--- src/rtl/int_pkg.sv ---
// Shared definitions for the interrupt controller: FSM encodings and parameter defaults.
package int_pkg;

    typedef enum logic [1:0] {
        S_IDLE    = 2'd0,
        S_REQ     = 2'd1,
        S_SERVICE = 2'd2
    } state_e;

    localparam int DEF_SYNC_STAGES = 2;
    localparam int DEF_ACK_TIMEOUT = 15;

endpackage

--- src/rtl/int_sync.sv ---
// Multi-flop synchronizer for the async interrupt pin, followed by a rising-edge detector.
module int_sync
    import int_pkg::*;
#(
    parameter int SYNC_STAGES = DEF_SYNC_STAGES
) (
    input  logic clk,
    input  logic reset,
    input  logic async_in,
    output logic rise
);

    logic [SYNC_STAGES-1:0] sync_q, sync_d;
    logic                   prev_q, prev_d;

    always_comb begin
        sync_d = {sync_q[SYNC_STAGES-2:0], async_in};
        prev_d = sync_q[SYNC_STAGES-1];
    end

    always_ff @(posedge clk or negedge reset) begin
        if (!reset) begin
            sync_q <= '0;
            prev_q <= 1'b0;
        end else begin
            sync_q <= sync_d;
            prev_q <= prev_d;
        end
    end

    // prev_q clears on reset, so a pin already high at release counts as one edge
    assign rise = sync_q[SYNC_STAGES-1] & ~prev_q;

endmodule

--- src/rtl/int_ctrl.sv ---
// Interrupt controller: pending latch, request/service FSM, ack-timeout counter, sticky flags.
module int_ctrl
    import int_pkg::*;
#(
    parameter int SYNC_STAGES = DEF_SYNC_STAGES,
    parameter int ACK_TIMEOUT = DEF_ACK_TIMEOUT,
    parameter int CNT_W       = 4
) (
    input  logic clk,
    input  logic reset,
    input  logic ext_int,
    input  logic int_enable,
    input  logic int_hold,
    input  logic int_clr,
    input  logic rti_done,
    output logic intr,
    output logic in_service,
    output logic int_pending,
    output logic int_overrun,
    output logic int_err
);

    localparam logic [CNT_W-1:0] TMO      = CNT_W'(ACK_TIMEOUT);
    localparam logic [CNT_W-1:0] TMO_LAST = CNT_W'(ACK_TIMEOUT - 1);

    logic             rise;
    logic             issue;
    state_e           state_q, state_d;
    logic [CNT_W-1:0] wait_cnt_q, wait_cnt_d;
    logic             req_pending_q, req_pending_d;
    logic             int_overrun_q, int_overrun_d;
    logic             int_err_q, int_err_d;
    logic             intr_q, intr_d;
    logic             in_service_q, in_service_d;

    int_sync #(.SYNC_STAGES(SYNC_STAGES)) u_sync (
        .clk      (clk),
        .reset    (reset),
        .async_in (ext_int),
        .rise     (rise)
    );

    always_comb begin
        state_d    = state_q;
        wait_cnt_d = wait_cnt_q;
        int_err_d  = int_err_q;
        issue      = 1'b0;
        case (state_q)
            S_IDLE: begin
                wait_cnt_d = '0;
                if (req_pending_q && int_enable && !int_hold) begin
                    state_d = S_REQ;
                    issue   = 1'b1;
                end
            end
            S_REQ: begin
                if (int_clr) begin
                    state_d = S_SERVICE;
                end else if (wait_cnt_q != TMO) begin
                    wait_cnt_d = wait_cnt_q + CNT_W'(1);
                    if (wait_cnt_q == TMO_LAST) int_err_d = 1'b1;
                end
            end
            S_SERVICE: begin
                if (rti_done) state_d = S_IDLE;
            end
            default: begin
                state_d    = S_IDLE;
                wait_cnt_d = '0;
            end
        endcase

        // A fresh edge in the issue cycle re-arms the latch rather than counting as overrun
        req_pending_d = rise | (req_pending_q & ~issue);
        int_overrun_d = int_overrun_q | (rise & req_pending_q & ~issue);

        // Outputs registered from the next state so fetch sees clean flop outputs
        intr_d       = (state_d == S_REQ);
        in_service_d = (state_d == S_SERVICE);
    end

    always_ff @(posedge clk or negedge reset) begin
        if (!reset) begin
            state_q       <= S_IDLE;
            wait_cnt_q    <= '0;
            req_pending_q <= 1'b0;
            int_overrun_q <= 1'b0;
            int_err_q     <= 1'b0;
            intr_q        <= 1'b0;
            in_service_q  <= 1'b0;
        end else begin
            state_q       <= state_d;
            wait_cnt_q    <= wait_cnt_d;
            req_pending_q <= req_pending_d;
            int_overrun_q <= int_overrun_d;
            int_err_q     <= int_err_d;
            intr_q        <= intr_d;
            in_service_q  <= in_service_d;
        end
    end

    assign intr        = intr_q;
    assign in_service  = in_service_q;
    assign int_pending = req_pending_q;
    assign int_overrun = int_overrun_q;
    assign int_err     = int_err_q;

endmodule

--- config.mk ---
export PLATFORM = sky130hd
export DESIGN_NAME = int_ctrl
export DESIGN_NICKNAME = d
export VERILOG_FILES = /design/src/rtl/int_pkg.sv /design/src/rtl/int_sync.sv /design/src/rtl/int_ctrl.sv
export SDC_FILE = /design/constraint.sdc
export NUM_CORES = 1
export LEC_CHECK = 0
export CORE_AREA = 4 4 41 43
export DETAILED_ROUTE_END_ITERATION = 8
export DIE_AREA = 0 0 45 47
export PLACE_DENSITY = 0.73
export SYNTH_ARGS = -nofsm -noshare
export SYNTH_HDL_FRONTEND = slang
export SYNTH_HIERARCHICAL = 1
export SYNTH_SLANG_ARGS = --single-unit
--- constraint.sdc ---
create_clock -name clk -period 1.83 [get_ports clk]
set_input_delay 0.366 -clock clk [delete_from_list [all_inputs] [get_ports clk]]
set_output_delay 0.366 -clock clk [all_outputs]
set_load 0.005 [all_outputs]
; ---- Yosys cells after proc, flatten, opt, wreduce, memory -nomap -nowiden
; Index checks and enable logic that the tools add are counted.
[totals]
register_bits = 14
inputBits = 7
output_inout_bits = 5
wordCells = 43
[classes]
addsub = 1
n_eq_ne = 8
n_mux = 9
n_bitwise = 10
reduce_logical = 6
[ops]
columns = operator, n
row1 = $mux 4, 2
row2 = $pmux 4 s2, 1
row3 = $mux 2, 3
row4 = $pmux 2 s3, 1
row5 = $add 4x1->4 const B, 1
row6 = $and 1x1->1, 4
row7 = $eq 2x1->1 const B, 2
row8 = $eq 2x2->1 const B, 2
row9 = $eq 4x4->1 const B, 1
row10 = $ne 2x2->1 const B, 2
row11 = $ne 4x4->1 const B, 1
row12 = $not 1->1, 4
row13 = $reduce_and 4->1, 1
row14 = $reduce_and 3->1, 1
row15 = $logic_and 1x1->1, 2
row16 = $logic_not 2->1, 1
row17 = $mux 1, 2
row18 = $or 1x1->1, 2
row19 = $logic_not 1->1, 1

; ---- Logic depth before layout (Yosys ltp)
[logic_depth]
depth_word = 7
depth_mapped = 4
ltp_nobuf = 4

; ---- Modules after synthesis
; The synthesis kept the hierarchy.
[by_module_without_submodules]
columns = module, instances, cells_per_inst, area_per_inst_um2, seq_area_each_um2
row1 = int_ctrl, 1, 47, 548.0, 275.3
row2 = int_sync, 1, 4, 88.8, 75.1

; ---- Least setup slack after synthesis
; Ideal clock, no wire load.
[synth_path]
path_type = flip-flop to flip-flop
start = register wait_cnt_q[1]
end = register wait_cnt_q[0]
setup_ps = 128
t_arrival_ps = 1064
t_required_ps = 1702
slack_ps = 639
stages_incl_launch_ff = 5
n_path_buf = 0
synth_period_minus_slack_ps = 1191
path_cell_list = dfrtp_1 > ha_1 > a31o_4 > xnor2_1 > o22ai_1
[synth_via]
elab_chain_cells = 3
[synth_lines]
columns = item, line
row1 = from (decl), int_ctrl.sv:29  ; logic [CNT_W-1:0] wait_cnt_q, wait_cnt_d;
row2 = from (signal assigned), int_ctrl.sv:93  ; wait_cnt_q <= wait_cnt_d;
row3 = $ne 4x4->1, int_ctrl.sv:59  ; end else if (wait_cnt_q != TMO) begin
row4 = $ne 2x2->1 (no source line), --
row5 = $reduce_and 3->1 (no source line), --
; Every way passes these cells.
; A chain may end at the register's enable or synchronous reset.

; ---- Worst setup path in the final report
[layout_path]
start = register req_pending_q (netlist: int_pending)
end = output port int_pending
[layout_lines]
columns = item, line
row1 = from (decl), int_ctrl.sv:30  ; logic req_pending_q, req_pending_d;
row2 = from (signal assigned), int_ctrl.sv:94  ; req_pending_q <= req_pending_d;
row3 = to (decl), int_ctrl.sv:18  ; output logic int_pending,
; No word-level cell between the ends.

==> run metrics <==
FF-to-FF path depth 4; Net Count, Synth 60; WL/cell 14.7 microns; vias in the first global route 455; nets between 70 and 80; Clock Power Share 30.7%; CP Launch Type register; static leakage 0.366 nW; clock latency on the worst-skew pair 0.28 ns; min Tclk post-route approximately 1.6 ns; Post-synth ARST share 100%; type of the worst min-delay path reg -> reg; max-capacitance violation count 0; Worst Hold Depth 0; Top delay family on crit path buffers and inverters; status finished, final reports clean; DP Area 766 sq um; Post-CTS Setup Inserts 0; Worst-Margin Slew 0.599 ns; via count ~440; sequential cell fraction of total power 50.8%; crit-path cells clkdlybuf4s50_1; Initial DRC Count 14; PortBufs 11; Vias/cell around 5.4; Resize count post-CTS 0; Ys Warns 6; crit-path max cell delay 0.52 ns; fraction of power spent switching nets 26.9%; Final Skew 0.00794 ns; Comb pwr share between 10% and 20%; Area Overhead vs Synth 25.9%; Chip Width 45 microns; Final Cell Area approximately 800 sq um; period utilisation layout 84.9%; number of routed nets with antenna violations 0; max_slew headroom about three fifths; Cells after Synth 51; antenna violations before repair 0; WP data required between 1 and 1.5 ns; ANT cells 0; CP max FO 3; Post-synth top flop dfrtp_1; Worst Path Arrival 1.19 ns; EDFF count, synth 0; # setup viols final 0; register area share after synthesis a little under three fifths; H-tree Lvls 1; Post-Route Setup TNS 0 ns; Num CTS Buffers 3; internal power component 0.534 mW; Die Span Y 47 microns; worst setup path class reg -> out; io pins 12; clock-pin slew on the worst setup and hold paths 0.08 ns; overall power 0.731 mW; Hold Path Sink u_sync/sync_q[1]; kind of end point of the critical path output port; synthesized area 637 sq um; maximum clock insertion buffer count 2; Placer Congestion 0.711; RSZ-0062 raised after global routing no; worst hold slack 0.363 ns; Yosys cell types 25; fmax 644 MHz; Synth Register Bits 14; starting density of the core 48.9%; Reg2Reg Setup Slack between 0.4 and 0.5 ns; Root Driver clkbuf_4; peak supply drop 0.000570 V; All-Layer GR Usage 14.5%; global-route wire length before repair 2100 microns; core area approximately 1300 sq um; DIE AREA 2120 sq um; Pwr Density 911 nW/um^2; # DRC 0; Final Max Tran Viols 0; CTS tree done; WL final 1190 microns; capturing point of the worst reg2reg path wait_cnt_q[0]; syn_area_per_cell roughly 12 sq um; Buf+Inv Stages, Crit Path 1; share of cells above drive strength 1 approximately 17%; largest net degree at the start of global routing 15; Hold Startpoint u_sync/sync_q[0]; CTS Hold Bufs 0; Net Switching 0.197 mW; worst flop-to-flop path startpoint wait_cnt_q[1]; CTS sink count 14; Pre-Repair DR Iteration Count 4; Final HPWL DP 885 microns; final hold violation count 0; grt ovf 0; row cnt 13; Slowest-stage cell, CP clkdlybuf4s50_1
==> cells in the mapped netlist, types with 2 or more instances <==
library cell | n | area (sq um)
a21oi_1 | 2 | 10.0
nor3b_1 | 2 | 15.0
nor2_1 | 2 | 7.51
inv_1 | 4 | 15.0
ha_1 | 2 | 25.0
dfrtp_1 | 14 | 350
nand4b_1 | 2 | 17.5
nand2_1 | 4 | 15.0
o22ai_1 | 3 | 18.8
==> layout by cell type (no fill, tap or decap), types with 2 or more instances in the layout <==
cell type        Yosys  routed
a21oi_1              2       2
clkbuf_4             0       3
o22ai_1              3       3
nor2_1               2       2
clkdlybuf4s50_1      0      11
nand4b_1             2       2
nand2_1              4       4
ha_1                 2       2
inv_1                4       4
nor3b_1              2       2
dfrtp_1             14      14
==> area by class of cell <==
cell class	instances	area (sq um)
inverter	5	18.8
multi-input combinational	32	268
clock buffer	4	36.3
tap	15	18.8
sequential	14	350
fill	111	499
timing repair buffer	11	110
==> kinds of logic (layout without fill, tap and decap cells) <==
family | Yosys count | count (layout) | share of synthesized area, %
fa+ha+maj | 2 | 2 | 3.93
xor+xnor | 1 | 1 | 1.38
compound gates | 12 | 12 | 17.9
simple gates | 16 | 16 | 17.3
flops | 14 | 14 | 55.0
mux | 1 | 1 | 1.57
buf+inv | 5 | 20 | 2.95
==> power by group through the flow <==
stage | Clock, mW | Sequential [mW] | Combinational, mW
6_report | 0.224 | 0.371 | 0.135
5_1_grt | 0.236 | 0.377 | 0.149
4_1_cts | 0.226 | 0.371 | 0.137
3_5_place_dp | 0 | 0.377 | 0.136
3_3_place_gp | 0 | 0.376 | 0.133
2_1_floorplan | 0 | 0.372 | 0.0712
==> through the flow <==
stage                     utilization, %  cells  worst slack, ns
after floorplan                        -     51            0.639
final                               61.6     81            0.277
after global placement              58.8     77            0.382
after global routing                61.6     81            0.230
after CTS                           61.6     81            0.267
after detailed placement            58.8     77            0.365
==> flip-flops by register name, indices dropped and copies added, names as in the netlist <==
name           cells
wait_cnt_q         4
u_sync/sync_q      2
int_overrun        1
state_q            2
u_sync/prev_q      1
int_pending        1
int_err            1
in_service         1
intr               1
==> worst max path at each step <==
| stage | start | slack [ns] | cells after the start | endpoint |
|---|---|---|---|---|
| detailed placement | int_clr | 0.36 | 4 | wait_cnt_q[0] |
| floorplan | wait_cnt_q[1] | 0.64 | 4 | wait_cnt_q[0] |
| global route | int_pending | 0.23 | 1 | int_pending |
| CTS | int_pending | 0.27 | 1 | int_pending |
| global placement | int_enable | 0.38 | 4 | int_overrun |
| finish | int_pending | 0.28 | 1 | int_pending |
==> layer usage <==
| layer | GRT usage (%) | up-vias | wire (microns) |
|---|---|---|---|
| met4 | 10.5 | 0 | 33 |
| met2 | 22.0 | 14 | 562 |
| met5 | 0 | - | 0 |
| met3 | 2.30 | 4 | 44 |
| li1 | - | 215 | - |
| met1 | 18.7 | 202 | 552 |
Note: power is estimated with default switching activity, not from simulation.
